===== src/rtl/fc_link_monitor_pkg.sv =====
// Shared types and widths for the transceiver link monitor.
package fc_link_monitor_pkg;

    localparam int STATE_W = 2;
    localparam int LOSS_W  = 16;

    typedef enum logic [STATE_W-1:0] {
        ST_DOWN      = 2'd0,
        ST_SYNCING   = 2'd1,
        ST_UP        = 2'd2,
        ST_RESETTING = 2'd3
    } link_state_e;

endpackage


===== src/rtl/fc_link_monitor_ch.sv =====
// One channel of the link monitor: bring-up FSM, lock/timeout/pulse counters, loss counter.
// Loss counting exists only when FC_LINK_MONITOR_STATS_EN is defined.
module fc_link_monitor_ch
    import fc_link_monitor_pkg::*;
#(
    parameter int SYNC_WIDTH         = 4,
    parameter int LOCK_CYCLES        = 1024,
    parameter int TIMEOUT_CYCLES     = 1048576,
    parameter int RESET_PULSE_CYCLES = 16
) (
    input  logic                  clk,
    input  logic                  reset,
    input  logic                  i_tx_ready,
    input  logic                  i_rx_ready,
    input  logic [SYNC_WIDTH-1:0] i_sync,
    input  logic                  i_stats_clear,
    output logic                  o_link_up,
    output logic [STATE_W-1:0]    o_state,
    output logic                  o_phy_reset_req,
    output logic [LOSS_W-1:0]     o_loss_count
);

    localparam int LOCK_W  = $clog2(LOCK_CYCLES) + 1;
    localparam int TMO_W   = $clog2(TIMEOUT_CYCLES) + 1;
    localparam int PULSE_W = $clog2(RESET_PULSE_CYCLES) + 1;

    localparam logic [LOCK_W-1:0]  LOCK_TERM  = LOCK_W'(LOCK_CYCLES);
    localparam logic [TMO_W-1:0]   TMO_TERM   = TMO_W'(TIMEOUT_CYCLES);
    localparam logic [PULSE_W-1:0] PULSE_TERM = PULSE_W'(RESET_PULSE_CYCLES);

    link_state_e        r_state;
    logic [LOCK_W-1:0]  r_lock;
    logic [TMO_W-1:0]   r_tmo;
    logic [PULSE_W-1:0] r_pulse;
    logic               r_link_up;
    logic               r_phy_reset_req;

    logic               w_ready;
    logic               w_qual;
    logic               w_loss_event;
    logic [LOCK_W-1:0]  w_lock_inc;
    logic [TMO_W-1:0]   w_tmo_inc;
    logic [PULSE_W-1:0] w_pulse_inc;

    assign w_ready      = i_tx_ready & i_rx_ready;
    assign w_qual       = w_ready & (&i_sync);
    assign w_loss_event = (r_state == ST_UP) & ~w_qual;
    assign w_lock_inc   = r_lock + LOCK_W'(1);
    assign w_tmo_inc    = r_tmo + TMO_W'(1);
    assign w_pulse_inc  = r_pulse + PULSE_W'(1);

    always_ff @(posedge clk) begin
        if (reset) begin
            r_state         <= ST_DOWN;
            r_lock          <= '0;
            r_tmo           <= '0;
            r_pulse         <= '0;
            r_link_up       <= 1'b0;
            r_phy_reset_req <= 1'b0;
        end else begin
            case (r_state)
                ST_DOWN: begin
                    if (w_ready) begin
                        r_state <= ST_SYNCING;
                        r_lock  <= '0;
                        r_tmo   <= '0;
                    end
                end
                ST_SYNCING: begin
                    if (!w_ready) begin
                        r_state <= ST_DOWN;
                    end else begin
                        r_lock <= w_qual ? w_lock_inc : '0;
                        r_tmo  <= w_tmo_inc;
                        // Lock completing on the timeout edge still wins.
                        if (w_qual && (w_lock_inc == LOCK_TERM)) begin
                            r_state   <= ST_UP;
                            r_link_up <= 1'b1;
                        end else if (w_tmo_inc == TMO_TERM) begin
                            r_state         <= ST_RESETTING;
                            r_phy_reset_req <= 1'b1;
                            r_pulse         <= '0;
                        end
                    end
                end
                ST_UP: begin
                    if (!w_qual) begin
                        r_state   <= ST_DOWN;
                        r_link_up <= 1'b0;
                    end
                end
                ST_RESETTING: begin
                    r_pulse <= w_pulse_inc;
                    if (w_pulse_inc == PULSE_TERM) begin
                        r_state         <= ST_DOWN;
                        r_phy_reset_req <= 1'b0;
                    end
                end
                default: r_state <= ST_DOWN;
            endcase
        end
    end

    assign o_link_up       = r_link_up;
    assign o_state         = r_state;
    assign o_phy_reset_req = r_phy_reset_req;

`ifdef FC_LINK_MONITOR_STATS_EN
    logic [LOSS_W-1:0] r_loss;
    logic [LOSS_W-1:0] w_loss_base;

    // Clear first, so a loss on the clearing cycle leaves the count at 1.
    assign w_loss_base = i_stats_clear ? '0 : r_loss;

    always_ff @(posedge clk) begin
        if (reset) begin
            r_loss <= '0;
        end else if (w_loss_event && (w_loss_base != '1)) begin
            r_loss <= w_loss_base + LOSS_W'(1);
        end else begin
            r_loss <= w_loss_base;
        end
    end

    assign o_loss_count = r_loss;
`else
    logic w_unused_stats;
    assign w_unused_stats = i_stats_clear ^ w_loss_event;
    assign o_loss_count   = '0;
`endif

endmodule


===== src/rtl/fc_link_monitor.sv =====
// Multi-channel transceiver link monitor: per-channel FSM instances plus all_up.
// Optional loss statistics enabled by FC_LINK_MONITOR_STATS_EN.
module fc_link_monitor
    import fc_link_monitor_pkg::*;
#(
    parameter int CHANNELS           = 1,
    parameter int SYNC_WIDTH         = 4,
    parameter int LOCK_CYCLES        = 1024,
    parameter int TIMEOUT_CYCLES     = 1048576,
    parameter int RESET_PULSE_CYCLES = 16
) (
    input  logic                           clk,
    input  logic                           reset,
    input  logic [CHANNELS-1:0]            tx_ready,
    input  logic [CHANNELS-1:0]            rx_ready,
    input  logic [CHANNELS*SYNC_WIDTH-1:0] rx_syncstatus,
    input  logic                           stats_clear,
    output logic [CHANNELS-1:0]            link_up,
    output logic                           all_up,
    output logic [CHANNELS*STATE_W-1:0]    link_state,
    output logic [CHANNELS-1:0]            phy_reset_req,
    output logic [CHANNELS*LOSS_W-1:0]     loss_count
);

    logic r_all_up;

    generate
        for (genvar gi = 0; gi < CHANNELS; gi++) begin : g_ch
            fc_link_monitor_ch #(
                .SYNC_WIDTH        (SYNC_WIDTH),
                .LOCK_CYCLES       (LOCK_CYCLES),
                .TIMEOUT_CYCLES    (TIMEOUT_CYCLES),
                .RESET_PULSE_CYCLES(RESET_PULSE_CYCLES)
            ) u_ch (
                .clk            (clk),
                .reset          (reset),
                .i_tx_ready     (tx_ready[gi]),
                .i_rx_ready     (rx_ready[gi]),
                .i_sync         (rx_syncstatus[gi*SYNC_WIDTH +: SYNC_WIDTH]),
                .i_stats_clear  (stats_clear),
                .o_link_up      (link_up[gi]),
                .o_state        (link_state[gi*STATE_W +: STATE_W]),
                .o_phy_reset_req(phy_reset_req[gi]),
                .o_loss_count   (loss_count[gi*LOSS_W +: LOSS_W])
            );
        end
    endgenerate

    // Built from the registered link_up bits, so it trails them by one cycle.
    always_ff @(posedge clk) begin
        if (reset) begin
            r_all_up <= 1'b0;
        end else begin
            r_all_up <= &link_up;
        end
    end

    assign all_up = r_all_up;

endmodule


===== config.mk =====
export PLATFORM = sky130hd
export DESIGN_NAME = fc_link_monitor
export DESIGN_NICKNAME = d
export VERILOG_FILES = /design/src/rtl/fc_link_monitor_pkg.sv /design/src/rtl/fc_link_monitor_ch.sv /design/src/rtl/fc_link_monitor.sv
export SDC_FILE = /design/constraint.sdc
export NUM_CORES = 1
export LEC_CHECK = 0
export BUFFER_PORTS_ARGS = -buffer_cell sky130_fd_sc_hd__buf_2
export CAP_MARGIN = 10
export CORE_MARGIN = 2
export CORE_UTILIZATION = 59
export DETAILED_ROUTE_END_ITERATION = 6
export PLACE_DENSITY = 0.8
export SETUP_SLACK_MARGIN = 0.1
export SYNTH_ARGS = -nofsm -noshare
export SYNTH_HDL_FRONTEND = slang
export SYNTH_SLANG_ARGS = --single-unit

===== constraint.sdc =====
create_clock -name clk -period 3.4 [get_ports clk]
set_clock_uncertainty 0.15 [all_clocks]
set_input_delay 0.17 -clock clk [delete_from_list [all_inputs] [get_ports clk]]
set_output_delay 0.17 -clock clk [all_outputs]
set_load 0.1 [all_outputs]

After elaboration in Yosys (flattened, before gate mapping) --
Cells that the tools add are included.
Operators by class: mux-type cells 27, $add $sub $neg 3, bitwise logic cells 2, equality and inequality tests 14, reductions and logical operators 11
Operator list (number):
- $mux 21 | 2
- $pmux 21 s2 | 1
- $mux 11 | 3
- $pmux 11 s2 | 1
- $add 21x1->21 const B | 1
- $eq 21x21->1 const B | 1
- $reduce_and 4->1 | 4
- $mux 5 | 3
- $mux 2 | 6
- $add 11x1->11 const B | 1
- $eq 11x11->1 const B | 1
- $ne 2x1->1 const B | 5
- $pmux 5 s2 | 1
- $pmux 2 s4 | 1
- $mux 1 | 7
- $reduce_bool 2->1 | 3
- $add 5x1->5 const B | 1
- $eq 5x5->1 const B | 1
- $reduce_and 5->1 | 1
- $eq 2x2->1 const B | 2
- $ne 2x2->1 const B | 2
- $ne 4x4->1 const B | 1
- $pmux 1 s2 | 2
- $reduce_and 3->1 | 1
- other kinds (4) | 5
Storage, ports and cells: logic and storage cells 64, output and inout bits 21, bits of input ports 9, register bits 42

Longest topological paths before layout --
Gate-level depths: netlist of run 1.
depth in word-level cells 6, mapped depth 9, mapped depth without buffers 8

Hierarchy --
Synthesis of run 1 repeated with hierarchy kept, for this count alone.
Second synthesis, totals: cell total of the unflattened synthesis 398, area total of the unflattened synthesis 2815.2 um^2
Modules (own cells, without submodules):
- fc_link_monitor_ch | area each 2781.4 um^2, cells an instance 396, times used 1
- fc_link_monitor | area each 33.8 um^2, cells an instance 2, times used 1

Least setup slack after synthesis of run 1 --
Ideal clock, no wire load.
path kind reg-to-reg, start point register g_ch[0].u_ch.r_tmo[0], end point register g_ch[0].u_ch.r_pulse[1], required time 3.136 ns, stages on the path, launching flop included 10, path slack 0.393 ns, arrival 2.743 ns, clock period less this slack 3.007 ns, path through dfxtp_1 -> ha_1 -> nand3_2 -> or4_1 -> buf_2 -> o21ai_2 -> or4b_1 -> nor4_2 -> a31oi_1 -> a21o_1
Between the ends: longest elaborated chain between the ends 4
Ends and longest elaborated chain:
- start: declaration | line fc_link_monitor_ch.sv:33 | logic [TMO_W-1:0] r_tmo;
- start signal: assignment | line fc_link_monitor_ch.sv:74 | r_tmo <= w_tmo_inc;
- $add 21x1->21 | line fc_link_monitor_ch.sv:49 | assign w_tmo_inc = r_tmo + TMO_W'(1);
- $eq 21x21->1 | line fc_link_monitor_ch.sv:79 | end else if (w_tmo_inc == TMO_TERM) begin
- $ne 2x1->1 (no source line)
- $reduce_and 4->1 (no source line)
- end signal: assignment | line fc_link_monitor_ch.sv:93 | r_pulse <= w_pulse_inc;
- end: declaration | line fc_link_monitor_ch.sv:34 | logic [PULSE_W-1:0] r_pulse;
No other way between the ends. A chain may end at the register's enable or synchronous reset.

Final worst setup path of run 1 --
Same ends and word-level chain as after synthesis.

==> flow_metrics.tcl, run 1 <==
set metrics [dict create \
    status "finished clean" \
    drt_pass1_iterations 5 \
    gp_congestion 0.9224 \
    relSlewSlack 0.4770 \
    path_class "reg -> reg" \
    vias_per_cell 6.213 \
    grt_max_degree 44 \
    nets 406 \
    cp-startpoint "g_ch[0].u_ch.r_tmo[0]" \
    finalHoldViolCount 0 \
    worstHoldPathType "in -> reg" \
    drt_iter0_drc 347 \
    hp-start "rx_syncstatus[1]" \
    cts-hold-fix-buffers 0 \
    route.detailed.drc 0 \
    tritoncts "done" \
    port_buffers 12 \
    vias 2765 \
    clockBufferDepth 2 \
    synthArstFlopShare 0 \
    dp.final_hpwl_um 4311 \
    cts.sinks 42 \
    yosysSeqAreaShare 0.3020 \
    post_drt_wl_per_cell_um 14.49 \
    fin_util 0.6475 \
    instances_no_fill 445 \
    yosys.area.top_type "dfxtp_1" \
    synthTopCellsByArea "dfxtp_1 (30%), nor2_1 (6.6%), nand2_1 (6.5%)" \
    antenna_found_initial 0 \
    grtUsageTotal 0.2589 \
    die-area_mm2 0.005284 \
    p_leak_nw 1.036 \
    antenna_cells 0 \
    syn_avg_cell_area_um2 7.012 \
    setup_viol 0 \
    yosys.area.top_type_share 0.3020 \
    clk_latency_ps 310 \
    endpoint_kind "flop" \
    rsz0062_at_grt "false" \
    fin_setup_tns_ps 0 \
    drive_gt1_frac 0.09924 \
    dieHeight_um 72.69 \
    regToRegStartpoint "g_ch[0].u_ch.r_tmo[0]" \
    start_util 0.6264 \
    fin_crit_sh 0.9196 \
    ir_drop_mv 0.1888 \
    arrival_ps 3190 \
    rows 24 \
    io-pin-count 30 \
    layout_common_cells "nor2_1 (49), nand2_1 (48), dfxtp_1 (42)" \
    synth-seq-cells 42 \
    grt_pass1_wl_um 10980 \
    grt_pass1_vias 2424 \
    period_needed_ps 3126 \
    hold_ws_ps 179.1 \
    cts_setup_buffers 0 \
    dp_cells 437 \
    start_kind "flop" \
    synth.distinct_cells 49 \
    syn_area_mm2 0.002784 \
    crit_fanout 7 \
    cap_violations 0 \
    max_freq_ghz 0.3198 \
    gr-total-overflow 0 \
    post_cts_resized 0 \
    yosys_warnings 0 \
    htree_num_levels 2 \
    synth_enable_flop_cells 0 \
    core_mm2 0.004444 \
    slew_viol_final 0 \
    root_buffer "clkbuf_8" \
    netlist_instances 397 \
    clkTransAtPathRegs_ps 90 \
    tightestPinTransition_ps 784.6 \
    drt-total-wl_um 6446 \
    numCtsBuffers 5 \
    critical_path_required_ps 3470 \
    final_common_cell "nor2_1" \
    pwr_density_cell_mw_per_mm2 333.4 \
    fill_cells 387 \
    die_w_um 72.69 \
    area_delta_synth_final_pct 3.371 \
    ant_nets 0 \
    synth-main-ff-cell "dfxtp_1" \
]
power by group:
part | total (mW) | switching (mW) | internal, mW
clock network | 0.336 | 0.192 | 0.144
logic | 0.127 | 0.113 | 0.0138
registers | 0.496 | 0.00266 | 0.494
path summary, 6_finish.rpt:
| path | slack [ps] | endpoint | depth (start not counted) |
|---|---|---|---|
| max | 270 | g_ch[0].u_ch.r_pulse[1] | 8 |
| min | 180 | g_ch[0].u_ch.o_link_up | 5 |
| max reg2reg | 270 | g_ch[0].u_ch.r_pulse[1] | 8 |
| min reg2reg | 340 | g_ch[0].u_ch.o_phy_reset_req | 2 |
worst max-delay path: stages (launching register included):
cell	delay [ps]
dfxtp_1	440
ha_1	230
nand3_2	130
or3_1	450
mux2_2	300
or4b_1	560
nor4_4	330
a31oi_1	220
a21o_1	220
cell families (layout without fill, tap and decap cells):
group | Yosys count | in the layout | synth area share
compound gates | 95 | 95 | 0.2095
xor+xnor | 7 | 7 | 0.02202
fa+ha+maj | 5 | 5 | 0.02247
buf+inv | 55 | 36 | 0.09933
flops | 42 | 42 | 0.3020
mux | 1 | 1 | 0.004045
other cells | 1 | 16 | 0.001347
simple gates | 191 | 191 | 0.3393
metrics by stage:
step           total power, mW  area, um^2  worst slack [ps]
5_1_grt                 0.9881        2878             107.8
4_1_cts                 0.9633        2865             156.4
2_1_floorplan           0.6344        2840             393.4
3_5_place_dp            0.6342        2775             148.2
3_3_place_gp            0.6330        2775             228.1
6_report                0.9595        2878             273.5
sequential cells by signal (all words and copies together) (netlist names):
| name | count |
|---|---|
| g_ch.u_ch.o_state | 2 |
| all_up | 1 |
| g_ch.u_ch.o_phy_reset_req | 1 |
| g_ch.u_ch.r_lock | 11 |
| g_ch.u_ch.r_pulse | 5 |
| g_ch.u_ch.r_tmo | 21 |
| g_ch.u_ch.o_link_up | 1 |
routing by layer:
metal  routed length (um)  track usage  vias to the layer above
met5                    0            0                        -
met4                   90      0.08436                        0
met3                  390      0.05387                       12
met2                 3100       0.4384                       95
met1                 2865       0.3288                     1282
li1                     -            -                     1376
cell usage after synthesis (all sizes together) (5+ instances only):
cell type / instances
a21o: 5
nand3: 22
a22oi: 7
nor3: 20
buf: 24
nand2: 48
inv: 9
nor2: 49
nand4: 11
clkbuf: 22
o21ai: 22
ha: 5
a21oi: 35
a31oi: 6
dfxtp: 42
nor4: 13
or3: 7
or4: 5
area by class of cell:
cell class	instances	area (um^2)	area share
Tap cell	52	65.06	0.02261
Sequential cell	42	840.8	0.2922
Clock buffer	5	68.82	0.02391
Timing Repair Buffer	19	112.6	0.03913
Clock inverter	3	21.27	0.007391
Multi-Input combinational cell	315	1735	0.6030
Inverter	9	33.78	0.01174
No activity file was read; power rests on OpenSTA's default activity.
==> run 2: changes to the inputs <==
--- a/config.mk
+++ b/config.mk
@@ -8,9 +8,9 @@
 export BUFFER_PORTS_ARGS = -buffer_cell sky130_fd_sc_hd__buf_2
 export CAP_MARGIN = 10
 export CORE_MARGIN = 2
-export CORE_UTILIZATION = 59
+export CORE_UTILIZATION = 55
 export DETAILED_ROUTE_END_ITERATION = 6
-export PLACE_DENSITY = 0.8
+export PLACE_DENSITY = 0.75
 export SETUP_SLACK_MARGIN = 0.1
 export SYNTH_ARGS = -nofsm -noshare
 export SYNTH_HDL_FRONTEND = slang
==> constraint.sdc (replaced) <==
create_clock -name clk -period 3 [get_ports clk]
set_clock_uncertainty 0.15 [all_clocks]
set_input_delay 0.15 -clock clk [delete_from_list [all_inputs] [get_ports clk]]
set_output_delay 0.15 -clock clk [all_outputs]
set_load 0.1 [all_outputs]
==> run 2 against run 1 <==
Net effect: maximum frequency increased by 11%; worst setup slack got worse by 86 ps; sequential power increased by 13%; design area increased by 7.2%; via count increased by 3.1%; register-to-register slack got worse by 90 ps; die area increased by 6.9%; final cell count increased by 7.6%; hold slack improved by 5.2 ps; global-route usage decreased by 1.7 points.
==> flow_metrics.tcl, run 2 (synthesized netlist as in run 1, its figures left out) <==
set metrics [dict create \
    antenna_found_initial 0 \
    grtUsageTotal 0.2417 \
    fin_setup_tns_ps 0 \
    io-pin-count 30 \
    post_drt_wl_per_cell_um 13.80 \
    endpoint_kind "flop" \
    dieHeight_um 75.15 \
    stdcell_area_mm2 0.003085 \
    hold_path_end "g_ch[0].u_ch.o_link_up" \
    grt_pass1_wl_um 10740 \
    tightestPinTransition_ps 800.1 \
    hold_ws_ps 184.2 \
    p_leak_nw 1.136 \
    area_delta_synth_final_pct 10.83 \
    port_buffers 12 \
    start_util 0.5779 \
    r2r_cells 8 \
    pwr_density_cell_mw_per_mm2 352.8 \
    path_class "reg -> reg" \
    reg_top3 "g_ch.u_ch.r_tmo (21), g_ch.u_ch.r_lock (11), g_ch.u_ch.r_pulse (5)" \
    ant_nets 0 \
    gp_congestion 0.8817 \
    slowest_delay_ps 560 \
    largest_register_ffs 21 \
    period_needed_ps 2813 \
    rsz0062_at_grt "true" \
    instances_no_fill 479 \
    core_mm2 0.004817 \
    layout_common_cells "nor2_1 (49), nand2_1 (48), dfxtp_1 (39)" \
    fill_cells 454 \
    drt-total-wl_um 6612 \
    start_kind "flop" \
    vias_per_cell 5.952 \
    ir_drop_mv 0.2749 \
    cap_violations 0 \
    dp.final_hpwl_um 4544 \
    hp-start "rx_syncstatus[1]" \
    arrival_ps 2820 \
    antenna_cells 0 \
    die-area_mm2 0.005647 \
    reg2reg_slack_ps 190 \
    htree_num_levels 2 \
    drt_pass1_iterations 5 \
    status "finished clean" \
    rows 25 \
    finalHoldViolCount 0 \
    drive_gt1_frac 0.1578 \
    tritoncts "done" \
    cp_num_buf_inv 0 \
    path_cells "ha_4 -> nand3_4 -> or4_4 -> or3_1 -> xor2_1 -> nor4_2 -> a31oi_2 -> o2bb2ai_1" \
    worstHoldPathType "in -> reg" \
    critical_path_required_ps 3000 \
    gr-total-overflow 0 \
    placed_area_mm2 0.002950 \
    grt_max_degree 44 \
    slew_viol_final 0 \
    numCtsBuffers 5 \
    cts_setup_buffers 0 \
    route.detailed.drc 0 \
    clockBufferDepth 2 \
    crit_fanout 4 \
    cts-hold-fix-buffers 0 \
    vias 2851 \
    relSlewSlack 0.4666 \
    fin_crit_sh 0.9376 \
    place_ws_ps 92.96 \
    setup_viol 0 \
    root_buffer "clkbuf_8" \
    drt_iter0_drc 189 \
    regToRegStartpoint "g_ch[0].u_ch.r_tmo[0]" \
    dp_cells 471 \
    clk_latency_ps 290 \
    crit_family "simple AND/OR/NAND/NOR gates" \
    grt_pass1_vias 2388 \
    die_w_um 75.15 \
    reg2reg_to "g_ch[0].u_ch.r_pulse[4]" \
    fin_ws_ps 187.1 \
    cts.sinks 42 \
    critPathSlowestCell "or4_4" \
    nets 425 \
    hold_path_depth 5 \
    max_freq_ghz 0.3555 \
    clkTransAtPathRegs_ps 80 \
    final_common_cell "nor2_1" \
    regMostFlops "g_ch.u_ch.r_tmo" \
]
==> run 2: layout make-up <==
type,count,area [um^2],area share
Inverter,9,33.78,0.01095
Timing Repair Buffer,38,255.2,0.08273
Clock buffer,7,86.33,0.02798
Clock inverter,1,5.005,0.001622
Sequential cell,42,844.6,0.2737
Multi-Input combinational cell,315,1777,0.5758
Tap cell,67,83.83,0.02717
==> run 2: worst max-delay path by stage <==
stage / startpoint / endpoint / slack, ps / cells past startpoint
6_report: g_ch[0].u_ch.r_tmo[0] / g_ch[0].u_ch.r_pulse[4] / 190 / 8
5_1_grt: g_ch[0].u_ch.r_tmo[0] / g_ch[0].u_ch.r_pulse[4] / 100 / 8
4_1_cts: g_ch[0].u_ch.r_tmo[1] / g_ch[0].u_ch.r_pulse[0] / 140 / 9
3_5_place_dp: g_ch[0].u_ch.r_tmo[1] / g_ch[0].u_ch.r_pulse[1] / 90 / 8
3_3_place_gp: g_ch[0].u_ch.r_tmo[1] / g_ch[0].u_ch.r_pulse[1] / 140 / 8
2_1_floorplan: g_ch[0].u_ch.r_tmo[1] / g_ch[0].u_ch.r_pulse[1] / 100 / 9
==> run 2: where the power goes <==
part	internal, mW	switching (mW)
Sequential	0.560	0.00291
Clock	0.186	0.195
Combinational	0.0162	0.129
Total	0.762	0.327
==> run 2: worst register-to-register path, stage by stage (launching register included) <==
cell	delay, ps
dfxtp_2	350
ha_4	150
nand3_4	90
or4_4	560
or3_1	440
xor2_1	180
nor4_2	370
a31oi_2	210
o2bb2ai_1	170
==> run 2: layer usage <==
layer | track usage | vias up | wire [um]
li1 | - | 1416 | -
met2 | 0.4084 | 99 | 3106
met4 | 0.06043 | 0 | 89
met3 | 0.04819 | 16 | 372
met5 | 0 | - | 0
met1 | 0.3173 | 1320 | 3045
==> run 2: timing repair <==
action	4_1_cts	5_1_grt
pin swaps	1	3
cloned	0	0
gates resized for setup	3	7
setup endpoints to repair	2	6
==> run 2: through the flow <==
step,power [mW],utilization
after floorplan,0.7192,-
final,1.089,0.6405
after detailed placement,0.7194,0.6125
after CTS,1.094,0.6353
after global routing,1.126,0.6405
after global placement,0.7181,0.6125
==> run 3: changes to the inputs <==
--- a/config.mk
+++ b/config.mk
@@ -9,6 +9,7 @@
 export CAP_MARGIN = 10
 export CORE_MARGIN = 2
 export CORE_UTILIZATION = 55
+export CTS_BUF_LIST = sky130_fd_sc_hd__clkbuf_2
 export DETAILED_ROUTE_END_ITERATION = 6
 export PLACE_DENSITY = 0.75
 export SETUP_SLACK_MARGIN = 0.1
==> run 3 against run 2 <==
Net effect: global-route usage decreased by 0.66 points; largest power group unchanged; critical path type unchanged; utilization decreased by 1.2 points; hold slack got worse by 130 ps; count of clock-buffer cells in the layout decreased by 1; final cell count unchanged.
==> flow_metrics.tcl, run 3 (synthesized netlist as in run 1, its figures left out) <==
set metrics [dict create \
    clk_latency_ps 390 \
    cts-hold-fix-buffers 0 \
    io-pin-count 30 \
    fin_util 0.6286 \
    tightestPinTransition_ps 790.3 \
    drive_gt1_frac 0.1626 \
    ant_nets 0 \
    total_power_uw 949.7 \
    gr-total-overflow 0 \
    root_buffer "clkbuf_2" \
    reg_top3 "g_ch.u_ch.r_tmo (21), g_ch.u_ch.r_lock (11), g_ch.u_ch.r_pulse (5)" \
    pwr_density_cell_mw_per_mm2 313.6 \
    ir_drop_mv 0.2276 \
    dp.final_hpwl_um 4544 \
    start_util 0.5779 \
    clkTransAtPathRegs_ps 210 \
    post_drt_wl_per_cell_um 13.64 \
    die-area_mm2 0.005647 \
    gp_congestion 0.8817 \
    drt-total-wl_um 6535 \
    reg2reg_slack_ps 190 \
    r2r_cells 9 \
    vias 2814 \
    drt_iter0_drc 184 \
    grt_pass1_wl_um 10530 \
    htree_num_levels 2 \
    cts_setup_buffers 0 \
    hold_path_end "g_ch[0].u_ch.o_link_up" \
    area_delta_synth_final_pct 8.764 \
    fin_crit_sh 0.9364 \
    regToRegStartpoint "g_ch[0].u_ch.r_tmo[0]" \
    port_buffers 12 \
    drt_pass1_iterations 5 \
    regMostFlops "g_ch.u_ch.r_tmo" \
    finalHoldViolCount 0 \
    max_freq_ghz 0.3560 \
    start_kind "flop" \
    critical_path_required_ps 3120 \
    nets 425 \
    numCtsBuffers 5 \
    endpoint_kind "flop" \
    placed_area_mm2 0.002950 \
    path_class "reg -> reg" \
    stdcell_area_mm2 0.003028 \
    arrival_ps 2930 \
    route.detailed.drc 0 \
    antenna_found_initial 0 \
    tritoncts "done" \
    rows 25 \
    cts.sinks 42 \
    layout_common_cells "nor2_1 (49), nand2_1 (48), dfxtp_1 (38)" \
    rsz0062_at_grt "false" \
    relSlewSlack 0.4731 \
    clockBufferDepth 2 \
    setup_viol 0 \
    largest_register_ffs 21 \
    die_w_um 75.15 \
    final_common_cell "nor2_1" \
    dieHeight_um 75.15 \
    vias_per_cell 5.875 \
    status "finished clean" \
    hold_path_depth 5 \
    core_mm2 0.004817 \
    grt_max_degree 44 \
    cap_violations 0 \
    reg2reg_to "g_ch[0].u_ch.r_pulse[0]" \
    antenna_cells 0 \
    period_needed_ps 2809 \
    hp-start "rx_syncstatus[1]" \
    grt_pass1_vias 2369 \
    grtUsageTotal 0.2351 \
    p_leak_nw 1.117 \
    fin_setup_tns_ps 0 \
    slew_viol_final 0 \
    crit_fanout 4 \
    worstHoldPathType "in -> reg" \
]
run 3: cell count changes in the layout (fill, tap and decap cells not counted):
cell	before	now
mux2_4	1	0
dfxtp_2	3	4
clkbuf_8	6	0
clkbuf_1	1	0
mux2_2	0	1
clkinv_1	0	1
clkbuf_2	0	6
or3_4	1	2
nand3_4	1	0
nand3_2	0	1
or3_1	6	5
dfxtp_1	39	38
run 3: area by class of cell:
class / count / area [um^2]
clock buffers: 6 / 30.03
clock inverters: 2 / 8.758
fillers: 466 / 1789
inverters: 9 / 33.78
multi-input cells: 315 / 1770
flip-flops and latches: 42 / 845.8
well taps: 67 / 83.83
repair buffers: 38 / 255.2
run 3: layer usage:
layer  share of wire  track usage
met5               0            0
met4          0.0099      0.05458
met3           0.051      0.03614
met2            0.47       0.3957
met1            0.47       0.3181
run 3: how the worst max path moves through the flow:
stage                                startpoint                      end  slack (ps)
after floorplan           g_ch[0].u_ch.r_tmo[1]  g_ch[0].u_ch.r_pulse[1]         100
after global placement    g_ch[0].u_ch.r_tmo[1]  g_ch[0].u_ch.r_pulse[1]         140
after detailed placement  g_ch[0].u_ch.r_tmo[1]  g_ch[0].u_ch.r_pulse[1]          90
after CTS                 g_ch[0].u_ch.r_tmo[1]  g_ch[0].u_ch.r_pulse[0]         100
after global routing      g_ch[0].u_ch.r_tmo[9]  g_ch[0].u_ch.r_pulse[4]         110
final                     g_ch[0].u_ch.r_tmo[0]  g_ch[0].u_ch.r_pulse[0]         190
run 3: worst max-delay path, cell delays in order, from the launching register on:
cell	delay (ps)
dfxtp_2	400
ha_4	130
nand3_2	120
or3_4	410
mux2_2	290
or4b_4	530
nor4_4	280
buf_4	170
a31o_1	140
a311oi_1	80
run 3: report_power, final:
part	internal [mW]	switching [mW]
Clock	0.0575	0.182
Combinational	0.0162	0.129
Sequential	0.562	0.00294
run 3: through the flow:
stage	cells	setup WS (ps)	hold WS, ps
2_1_floorplan	412	100.1	262.7
3_3_place_gp	471	135.2	311.9
3_5_place_dp	471	92.96	322.8
4_1_cts	479	101.6	45.28
5_1_grt	479	107.1	60.95
6_report	479	190.9	57.97
run 3: timing repair:
action,CTS,global route
gates resized for setup,3,7
setup endpoints to repair,2,6
cloned,0,0
pin swaps,0,5
